**src/rtl/regfile_pkg.sv**
```systemverilog
// rtl/regfile_pkg.sv - shared widths, writeback request type and source enum
package regfile_pkg;

    localparam int XLEN = 32;
    localparam int NREG = 32;
    localparam int AW   = 5;

    typedef struct packed {
        logic [AW-1:0]   rd;
        logic [XLEN-1:0] data;
        logic [31:0]     pc;
    } wb_req_t;

    typedef enum logic {
        SRC_EXU = 1'b0,
        SRC_LSU = 1'b1
    } wb_src_e;

endpackage

```
**src/rtl/regfile_writeback_slot.sv**
```systemverilog
// rtl/regfile_writeback_slot.sv - one-entry valid/ready hold buffer that refills on the draining edge
module wb_hold_slot
    import regfile_pkg::*;
(
    input  logic    clk,
    input  logic    rst_n,
    input  logic    i_valid,
    input  wb_req_t i_req,
    input  logic    i_drain,
    output logic    o_ready,
    output logic    o_valid,
    output wb_req_t o_req
);

    logic    r_v;
    wb_req_t r_req;

    assign o_ready = ~r_v | i_drain;
    assign o_valid = r_v;
    assign o_req   = r_req;

    always_ff @(posedge clk or negedge rst_n) begin
        if (!rst_n) begin
            r_v   <= 1'b0;
            r_req <= '0;
        end else if (i_valid && o_ready) begin
            r_v   <= 1'b1;
            r_req <= i_req;
        end else if (i_drain) begin
            r_v   <= 1'b0;
        end
    end

endmodule

```
**src/rtl/regfile_writeback.sv**
```systemverilog
// rtl/regfile_writeback.sv - merges EXU/LSU results onto the rf write port and tracks busy registers
module regfile_writeback
    import regfile_pkg::*;
(
    input  logic            clk,
    input  logic            rst_n,
    input  logic            exu_valid,
    output logic            exu_ready,
    input  logic [AW-1:0]   exu_rd,
    input  logic [XLEN-1:0] exu_data,
    input  logic [31:0]     exu_pc,
    input  logic            lsu_valid,
    output logic            lsu_ready,
    input  logic [AW-1:0]   lsu_rd,
    input  logic [XLEN-1:0] lsu_data,
    input  logic [31:0]     lsu_pc,
    input  logic            rsv_valid,
    input  logic [AW-1:0]   rsv_rd,
    output logic [NREG-1:0] busy,
    output logic            rf_wen,
    output logic [AW-1:0]   rf_waddr,
    output logic [XLEN-1:0] rf_wdata,
    output logic            commit_valid,
    output logic [31:0]     commit_pc
);

    wb_req_t w_exu_req, w_lsu_req;
    logic    w_exu_v, w_lsu_v;
    logic    w_grant_exu, w_grant_lsu;
    wb_req_t w_sel;

    wb_src_e         r_last_grant;
    logic            r_rf_wen;
    logic [AW-1:0]   r_rf_waddr;
    logic [XLEN-1:0] r_rf_wdata;
    logic            r_commit_valid;
    logic [31:0]     r_commit_pc;
    logic [NREG-1:0] r_busy;
    logic [NREG-1:0] w_busy_nxt;

    wb_hold_slot u_exu_slot (
        .clk     (clk),
        .rst_n   (rst_n),
        .i_valid (exu_valid),
        .i_req   ('{rd: exu_rd, data: exu_data, pc: exu_pc}),
        .i_drain (w_grant_exu),
        .o_ready (exu_ready),
        .o_valid (w_exu_v),
        .o_req   (w_exu_req)
    );

    wb_hold_slot u_lsu_slot (
        .clk     (clk),
        .rst_n   (rst_n),
        .i_valid (lsu_valid),
        .i_req   ('{rd: lsu_rd, data: lsu_data, pc: lsu_pc}),
        .i_drain (w_grant_lsu),
        .o_ready (lsu_ready),
        .o_valid (w_lsu_v),
        .o_req   (w_lsu_req)
    );

    // On a tie the source that did not win last time goes first.
    assign w_grant_exu = w_exu_v & (~w_lsu_v | (r_last_grant == SRC_LSU));
    assign w_grant_lsu = w_lsu_v & (~w_exu_v | (r_last_grant == SRC_EXU));
    assign w_sel       = w_grant_lsu ? w_lsu_req : w_exu_req;

    always_ff @(posedge clk or negedge rst_n) begin
        if (!rst_n) begin
            r_last_grant   <= SRC_EXU;
            r_rf_wen       <= 1'b0;
            r_rf_waddr     <= '0;
            r_rf_wdata     <= '0;
            r_commit_valid <= 1'b0;
            r_commit_pc    <= '0;
        end else if (w_grant_exu || w_grant_lsu) begin
            r_last_grant   <= w_grant_lsu ? SRC_LSU : SRC_EXU;
            r_rf_wen       <= (w_sel.rd != '0);
            r_rf_waddr     <= w_sel.rd;
            r_rf_wdata     <= w_sel.data;
            r_commit_valid <= 1'b1;
            r_commit_pc    <= w_sel.pc;
        end else begin
            r_rf_wen       <= 1'b0;
            r_commit_valid <= 1'b0;
        end
    end

    // Set is applied after clear so a same-edge reserve of the retiring register keeps it busy.
    always_comb begin
        w_busy_nxt = r_busy;
        if (r_rf_wen)
            w_busy_nxt[r_rf_waddr] = 1'b0;
        if (rsv_valid && (rsv_rd != '0))
            w_busy_nxt[rsv_rd] = 1'b1;
        w_busy_nxt[0] = 1'b0;
    end

    always_ff @(posedge clk or negedge rst_n) begin
        if (!rst_n)
            r_busy <= '0;
        else
            r_busy <= w_busy_nxt;
    end

    assign busy         = r_busy;
    assign rf_wen       = r_rf_wen;
    assign rf_waddr     = r_rf_waddr;
    assign rf_wdata     = r_rf_wdata;
    assign commit_valid = r_commit_valid;
    assign commit_pc    = r_commit_pc;

endmodule
```
**config.mk**
```make
export PLATFORM = sky130hd
export DESIGN_NAME = regfile_writeback
export DESIGN_NICKNAME = d
export VERILOG_FILES = /design/src/rtl/regfile_pkg.sv /design/src/rtl/regfile_writeback_slot.sv /design/src/rtl/regfile_writeback.sv
export SDC_FILE = /design/constraint.sdc
export NUM_CORES = 1
export LEC_CHECK = 0
export BUFFER_PORTS_ARGS = -buffer_cell sky130_fd_sc_hd__buf_2
export CORE_AREA = 5 5 196 198
export CTS_CLUSTER_DIAMETER = 40
export DETAILED_ROUTE_END_ITERATION = 8
export DIE_AREA = 0 0 201 203
export PLACE_DENSITY = 0.46
export SKIP_CTS_REPAIR_TIMING = 1
export SYNTH_ARGS = -nofsm -noshare
export SYNTH_HDL_FRONTEND = slang
export SYNTH_HIERARCHICAL = 1
export SYNTH_SLANG_ARGS = --single-unit
```
**constraint.sdc**
```tcl
create_clock -name clk -period 2.15 [get_ports clk]
set_clock_uncertainty 0.05 [all_clocks]
set_input_delay 0.43 -clock clk [delete_from_list [all_inputs] [get_ports clk]]
set_output_delay 0.43 -clock clk [all_outputs]
set_load 0.01 [all_outputs]
```
==> metrics.md, run 1 <==
| Metric | Value |
|---|---|
| Status | complete, no violations |
| I/O Buffers | 251 |
| GRT overflow | 0 |
| CP Data Required Time | 1.67 ns |
| Maxcap violations | 0 |
| DRT antenna net count | 0 |
| Final HPWL DP | 20,070 um |
| First-pass GRT wire length | 48,440 um |
| Die footprint | 0.04080 mm2 |
| CP Depth | 5 |
| Fillers | 3,516 |
| Vias in the first global route | 8,028 |
| Initial antenna violation count | 8 |
| Nets | 1,232 |
| CP delay by family, top | flip-flops |
| Slew headroom | 0.3507 |
| Uppermost layer routed | met5 |
| Setup TNS | 0 ns |
| CP most frequent cell | nand2b_4 |
| CP Max Fanout | 6 |
| Max-slew violations | 0 |
| Met3 WL | 2170 um |
| Total track usage | 0.1500 |
| Max Clk Rate | 486.0 MHz |
| GPL Wtd Cong | 0.7300 |
| CTS Buf Count | 46 |
| CTS H-tree lvls | 2 |
| Largest area contributor in the netlist | dfrtp_1 |
| Initial DRC Count | 285 |
| Post-synthesis sequential area ratio | 0.5627 |
| Library cells used by synthesis | 35 |
| Vias | 7,656 |
| Clock latency on the worst-skew pair | 0.54 ns |
| Avg Inst Size Synth | 13.24 um2 |
| Clock root buffer | clkbuf_16 |
| Setup Crit Path Kind | reg -> out |
| Clk buf depth | 3 |
| CTS tree | done |
| WHS Path Cells | 2 |
| Final setup fails | 0 |
| Row count | 70 |
| Die H | 203 um |
| Crit share post-route | 0.9571 |
| Vias per std cell | 4.830 |
| YS warnings | 6 |
| Synthesized instance count | 816 |
| Core area | 0.03635 mm2 |
| # DRC | 0 |
| Mapped Area | 0.01081 mm2 |
| P per Cell Area | 1652 mW/mm2 |
| Layout cells sized above 1 | 0.4888 |
| Initial core utilization | 0.2973 |
| Slowest cell on crit path | dfrtp_4 |
| Critical-path cell list | nand2b_4 > nand2_4 > inv_4 > nand2b_4 > buf_2 |
| WL met1 | 13,720 um |
| LEAKAGE | 6.249 nW |
| Routed WL per cell | 19.63 um |
| Arr. time, crit path | 1.58 ns |
| Met2 WL | 14,420 um |
| Final Util | 0.3907 |
| Synth Net Count | 964 |
| Synth-to-Final Area Change | 31.41% |
| Register bit total from synthesis | 243 |
| Critical path endpoint category | primary output |
| Num ports | 253 |
| Pin count of the biggest net entering global routing | 106 |
| RSZ-0062 raised after global routing | false |
| Share of the synthesized area in the top cell type | 0.5627 |
| Worst R2R Path Depth | 4 |
| CP Launch Type | flop |
| Tmin final | 2.058 ns |
| ANT cells | 0 |
| Maximum vdd drop | 807.6 uV |
| Die W | 201 um |
| Final wirelength | 31,110 um |
| Clock Pin Slew Worst Setup and Hold Paths | 0.05 ns |
| Hold WS | 0.06132 ns |
| Hold crit path type | in -> reg |
| Drt pass-1 iters | 5 |
| Slew of the pin with the lowest slew margin | 0.9739 ns |
| Worst Path Buf+Inv | 2 |
| Hold violation total from the final report | 0 |
| CTS sink count | 243 |
| Ranking of synthesized cells by area | dfrtp_1 (56%), mux2_2 (12%), a21o_1 (4.4%) |
| Crit path largest cell delay | 0.51 ns |
## path summary, 6_finish.rpt
kind,startpoint,endpoint,slack [ns]
hold / removal,exu_pc[18],u_exu_slot/o_req[18],0.06
min in group asynchronous,rst_n,u_exu_slot/o_req[33],0.36
setup / recovery,u_lsu_slot/o_valid,exu_ready,0.09
hold reg to reg,u_lsu_slot/o_req[2],u_lsu_slot/o_req[2],0.44
setup reg to reg,r_last_grant,commit_pc[8],0.28
max in group asynchronous,rst_n,commit_pc[4],1.03
## registers in the layout, indices dropped and copies added (netlist names)
register            cells
u_lsu_slot/o_valid      1
rf_waddr                5
commit_pc              32
u_exu_slot/o_valid      1
busy                   31
u_exu_slot/o_req       69
commit_valid            1
rf_wdata               32
u_lsu_slot/o_req       69
rf_wen                  1
r_last_grant            1
## routing by layer
layer,GRT usage,vias up
met3,0.05143,66
met1,0.1942,3836
met5,0,-
li1,-,3519
met4,0.05310,16
met2,0.2349,219
## cell usage in the layout, fill, tap and decap left out, types with 4 or more instances in the layout
cell type   count
buf_2         250
o22ai_1         5
nand3b_1       10
mux2_2        118
or2_1          38
buf_4           9
o221a_1        38
inv_6           4
o21ai_0        53
clkbuf_1        6
nand2b_1       59
a21oi_1         5
or2_2          22
dfrtp_1       240
clkinv_2        6
clkinvlp_4      4
buf_12         10
or3b_1          4
clkbuf_8        8
inv_1           6
o221a_2        26
o21ai_1        12
mux2_1          5
clkbuf_16      49
or2_0           5
mux2_4         20
a21o_1         64
or2b_1          8
nand3_1         4
## power by group
group / total [mW] / internal, mW / switching (mW)
logic: 8.06 / 4.17 / 3.89
registers: 8.26 / 6.93 / 1.32
clock network: 7.14 / 4.76 / 2.38
## metrics by stage
stage               std cells  instance area [um2]  power (mW)  setup slack (ns)
floorplan                 816                10810       13.59            0.1791
global placement         1502                12620       16.37            0.1812
detailed placement       1502                12620       16.51            0.1411
CTS                      1583                14170       23.85           -0.1289
global route             1585                14200       25.02           0.02625
finish                   1585                14200       23.46           0.09224
## cell usage after synthesis, drive strengths merged
master / number
dfrtp: 243
mux2: 143
o21ai: 65
or2: 65
a21o: 64
o221a: 64
nand2b: 62
buf: 34
clkbuf: 18
nand3b: 10
or2b: 8
inv: 7
or3b: 7
a21oi: 5
o22ai: 5
nand2: 4
nand3: 4
nor2: 2
or3: 2
or4: 2
a21boi: 1
conb: 1
## kinds of logic after synthesis
logic type             synth area share
other                         0.0003470
AND/OR/NAND/NOR                  0.1012
flip-flops                       0.5627
buffers and inverters           0.03265
multiplexers                     0.1560
AO/OA/AOI/OAI                    0.1472
## area by class of cell
type | count | area (um2) | area share
flip-flops and latches | 243 | 6090 | 0.4288
multi-input cells | 514 | 4389 | 0.3091
repair buffers | 272 | 1555 | 0.1095
clock buffers | 63 | 1359 | 0.09568
well taps | 468 | 585.6 | 0.04123
clock inverters | 18 | 193.9 | 0.01366
inverters | 7 | 28.78 | 0.002026
(Power assumes the default switching activity.)
==> inputs of run 2 (changes only) <==
==> constraint.sdc (replaced) <==
create_clock -name clk -period 2.15 [get_ports clk]
set_clock_uncertainty 0.05 [all_clocks]
set_input_delay 0.215 -clock clk [delete_from_list [all_inputs] [get_ports clk]]
set_output_delay 0.215 -clock clk [all_outputs]
set_load 0.01 [all_outputs]
==> run 2 against run 1 <==
Non-clock buffer count rose by 138. Maximum frequency is 0.78% higher. Critical endpoint unchanged. Die area unchanged. Register-to-register slack worse by 0.11 ns. Combinational power grew 3.1%. Via count rose by 5.5%. Flip-flop and latch count is the same. Clock power is 7.8% higher. Critical path type unchanged. Setup slack improved by 0.016 ns.
==> metrics.md, run 2 (synthesis gave the netlist of run 1 again) <==
| Metric | Value |
|---|---|
| # DRC | 0 (unchanged) |
| Critical path endpoint category | primary output |
| Pwr Total | 24.29 mW (+3.5%) |
| I/O Buffers | 251 (unchanged) |
| GRT overflow | 0 (unchanged) |
| Clock Pin Slew Worst Setup and Hold Paths | 0.05 ns (about the same) |
| Setup Crit Path Kind | reg -> out |
| WHS Path Cells | 3 (+1) |
| Drt pass-1 iters | 4 (-1) |
| R2r endpoint | u_exu_slot/o_req[49] |
| CP Data Required Time | 1.88 ns (+0.21 ns) |
| Final HPWL DP | 20,130 um (+0.33%) |
| Die H | 203 um (unchanged) |
| Hold violation total from the final report | 0 (unchanged) |
| P per Cell Area | 1542 mW/mm2 (-6.7%) |
| DRT antenna net count | 0 (unchanged) |
| Core area | 0.03635 mm2 (unchanged) |
| Status | complete, no violations |
| Most frequent cells in the layout | buf_2 (250), dfrtp_1 (240), dlygate4sd3_1 (141) |
| GR peak layer | met2 |
| Maxcap violations | 0 (unchanged) |
| Max-slew violations | 0 (unchanged) |
| Hold WS | 0.04336 ns (-0.01797 ns) |
| Layout cells sized above 1 | 0.4355 (-0.05334) |
| Slew of the pin with the lowest slew margin | 0.9835 ns (+0.009579 ns) |
| Max Clk Rate | 489.8 MHz (+0.78%) |
| Crit path largest cell delay | 0.51 ns (about the same) |
| LEAKAGE | 6.900 nW (+10%) |
| Post-route setup slack | 0.1082 ns (+0.01594 ns) |
| Synth-to-Final Area Change | 45.78% |
| Vias per std cell | 4.662 (-3.5%) |
| Initial DRC Count | 290 (+1.8%) |
| Tmin final | 2.042 ns (-0.01594 ns) |
| Routed WL per cell | 18.83 um (-4.1%) |
| Maximum vdd drop | 720.2 uV (-11%) |
| RSZ-0062 raised after global routing | false |
| Place WS | 0.1515 ns (+0.01037 ns) |
| Commonest non-fill, non-tap cell in the layout | buf_2 |
| Arr. time, crit path | 1.78 ns (+0.20 ns) |
| Row count | 70 (unchanged) |
| CP Launch Type | flop |
| Pin count of the biggest net entering global routing | 96 (-9.4%) |
| CTS H-tree lvls | 2 (unchanged) |
| Total track usage | 0.1534 (+0.003397) |
| Hold endpoint | busy[28] |
| GPL Wtd Cong | 0.7326 (+0.36%) |
| Clk buf depth | 3 (unchanged) |
| Vias in the first global route | 8,292 (+3.3%) |
| CTS Buf Count | 48 (+4.3%) |
| Met3 Use GR | 0.04951 (-0.001917) |
| Worst R2R Path Depth | 7 (+3) |
| Vias | 8,079 (+5.5%) |
| Num ports | 253 (unchanged) |
| Hold crit path type | in -> reg |
| Met1 usage | 0.1969 (+0.002674) |
| Slew headroom | 0.3443 (-0.006386) |
| Final setup fails | 0 (unchanged) |
| Die footprint | 0.04080 mm2 (unchanged) |
| Met2 Track Usage GR | 0.2463 (+0.01138) |
| CTS tree | done |
| Post-route design area | 0.01575 mm2 (+11%) |
| Hold Startpoint | rsv_rd[2] |
| First-pass GRT wire length | 49,490 um (+2.2%) |
| Fillers | 3,368 (-4.2%) |
| Clock latency on the worst-skew pair | 0.55 ns (about the same) |
| Critical-path cell list | nand2b_2 > nand2_4 > inv_1 > nand2b_4 > buf_2 |
| Setup TNS | 0 ns (unchanged) |
| Nets | 1,372 (+11%) |
| CP Max Fanout | 7 (+1) |
| Slowest cell on crit path | dfrtp_4 |
| Clock root buffer | clkbuf_16 |
| CTS sink count | 243 (unchanged) |
| Final wirelength | 32,640 um (+4.9%) |
| Initial antenna violation count | 2 (-6) |
| Die W | 201 um (unchanged) |
| Initial core utilization | 0.2973 (unchanged) |
| Crit share post-route | 0.9497 (-0.007414) |
| Reg-to-reg startpoint | r_last_grant |
| Placed instance area | 0.01263 mm2 (+0.14%) |
| FF-to-FF setup slack | 0.17 ns (-0.11 ns) |
-- run 2: worst max path at each step --
| stage | from | endpoint | slack, ns | cells past startpoint |
|---|---|---|---|---|
| floorplan | u_lsu_slot/o_valid | u_exu_slot/o_req[53] | 0.18 | 10 |
| detailed placement | r_last_grant | u_exu_slot/o_req[1] | 0.15 | 7 |
| CTS | u_lsu_slot/o_valid | exu_ready | 0.06 | 5 |
| global route | u_lsu_slot/o_valid | exu_ready | 0.007 | 5 |
| global placement | r_last_grant | u_exu_slot/o_req[0] | 0.17 | 7 |
| finish | u_lsu_slot/o_valid | exu_ready | 0.11 | 5 |
-- run 2: worst max-delay path, delay by kind of cell (launching register included) --
kind	cells	cell delay, ns
buffers and inverters	2	0.31
flip-flops	1	0.51
AND/OR/NAND/NOR	3	0.41
-- run 2: cell type report --
cell class | instances | area, um2 | area share
Clock inverter | 24 | 329.1 | 0.02089
Multi-Input combinational cell | 514 | 4380 | 0.2781
Timing Repair Buffer | 410 | 2963 | 0.1881
Tap cell | 468 | 585.6 | 0.03717
Antenna cell | 2 | 5.005 | 0.0003177
Inverter | 7 | 26.28 | 0.001668
Sequential cell | 243 | 6090 | 0.3865
Clock buffer | 65 | 1375 | 0.08728
-- run 2: per-layer routing --
metal / vias to the layer above / routed length (um)
li1: 3811 / -
met1: 4014 / 14450
met2: 205 / 15670
met3: 49 / 1836
met4: 0 / 682
met5: - / 0
-- run 2: stage by stage --
stage	instances	utilization
after global routing	1733	0.4334
after floorplan	816	-
after detailed placement	1501	0.3476
after CTS	1590	0.3945
final	1733	0.4334
after global placement	1501	0.3476
-- run 2: where the power goes --
part / switching (mW) / internal, mW / total, mW
Sequential: 1.34 / 6.93 / 8.28
Clock: 2.50 / 5.20 / 7.70
Combinational: 3.95 / 4.35 / 8.31
Total: 7.80 / 16.5 / 24.3
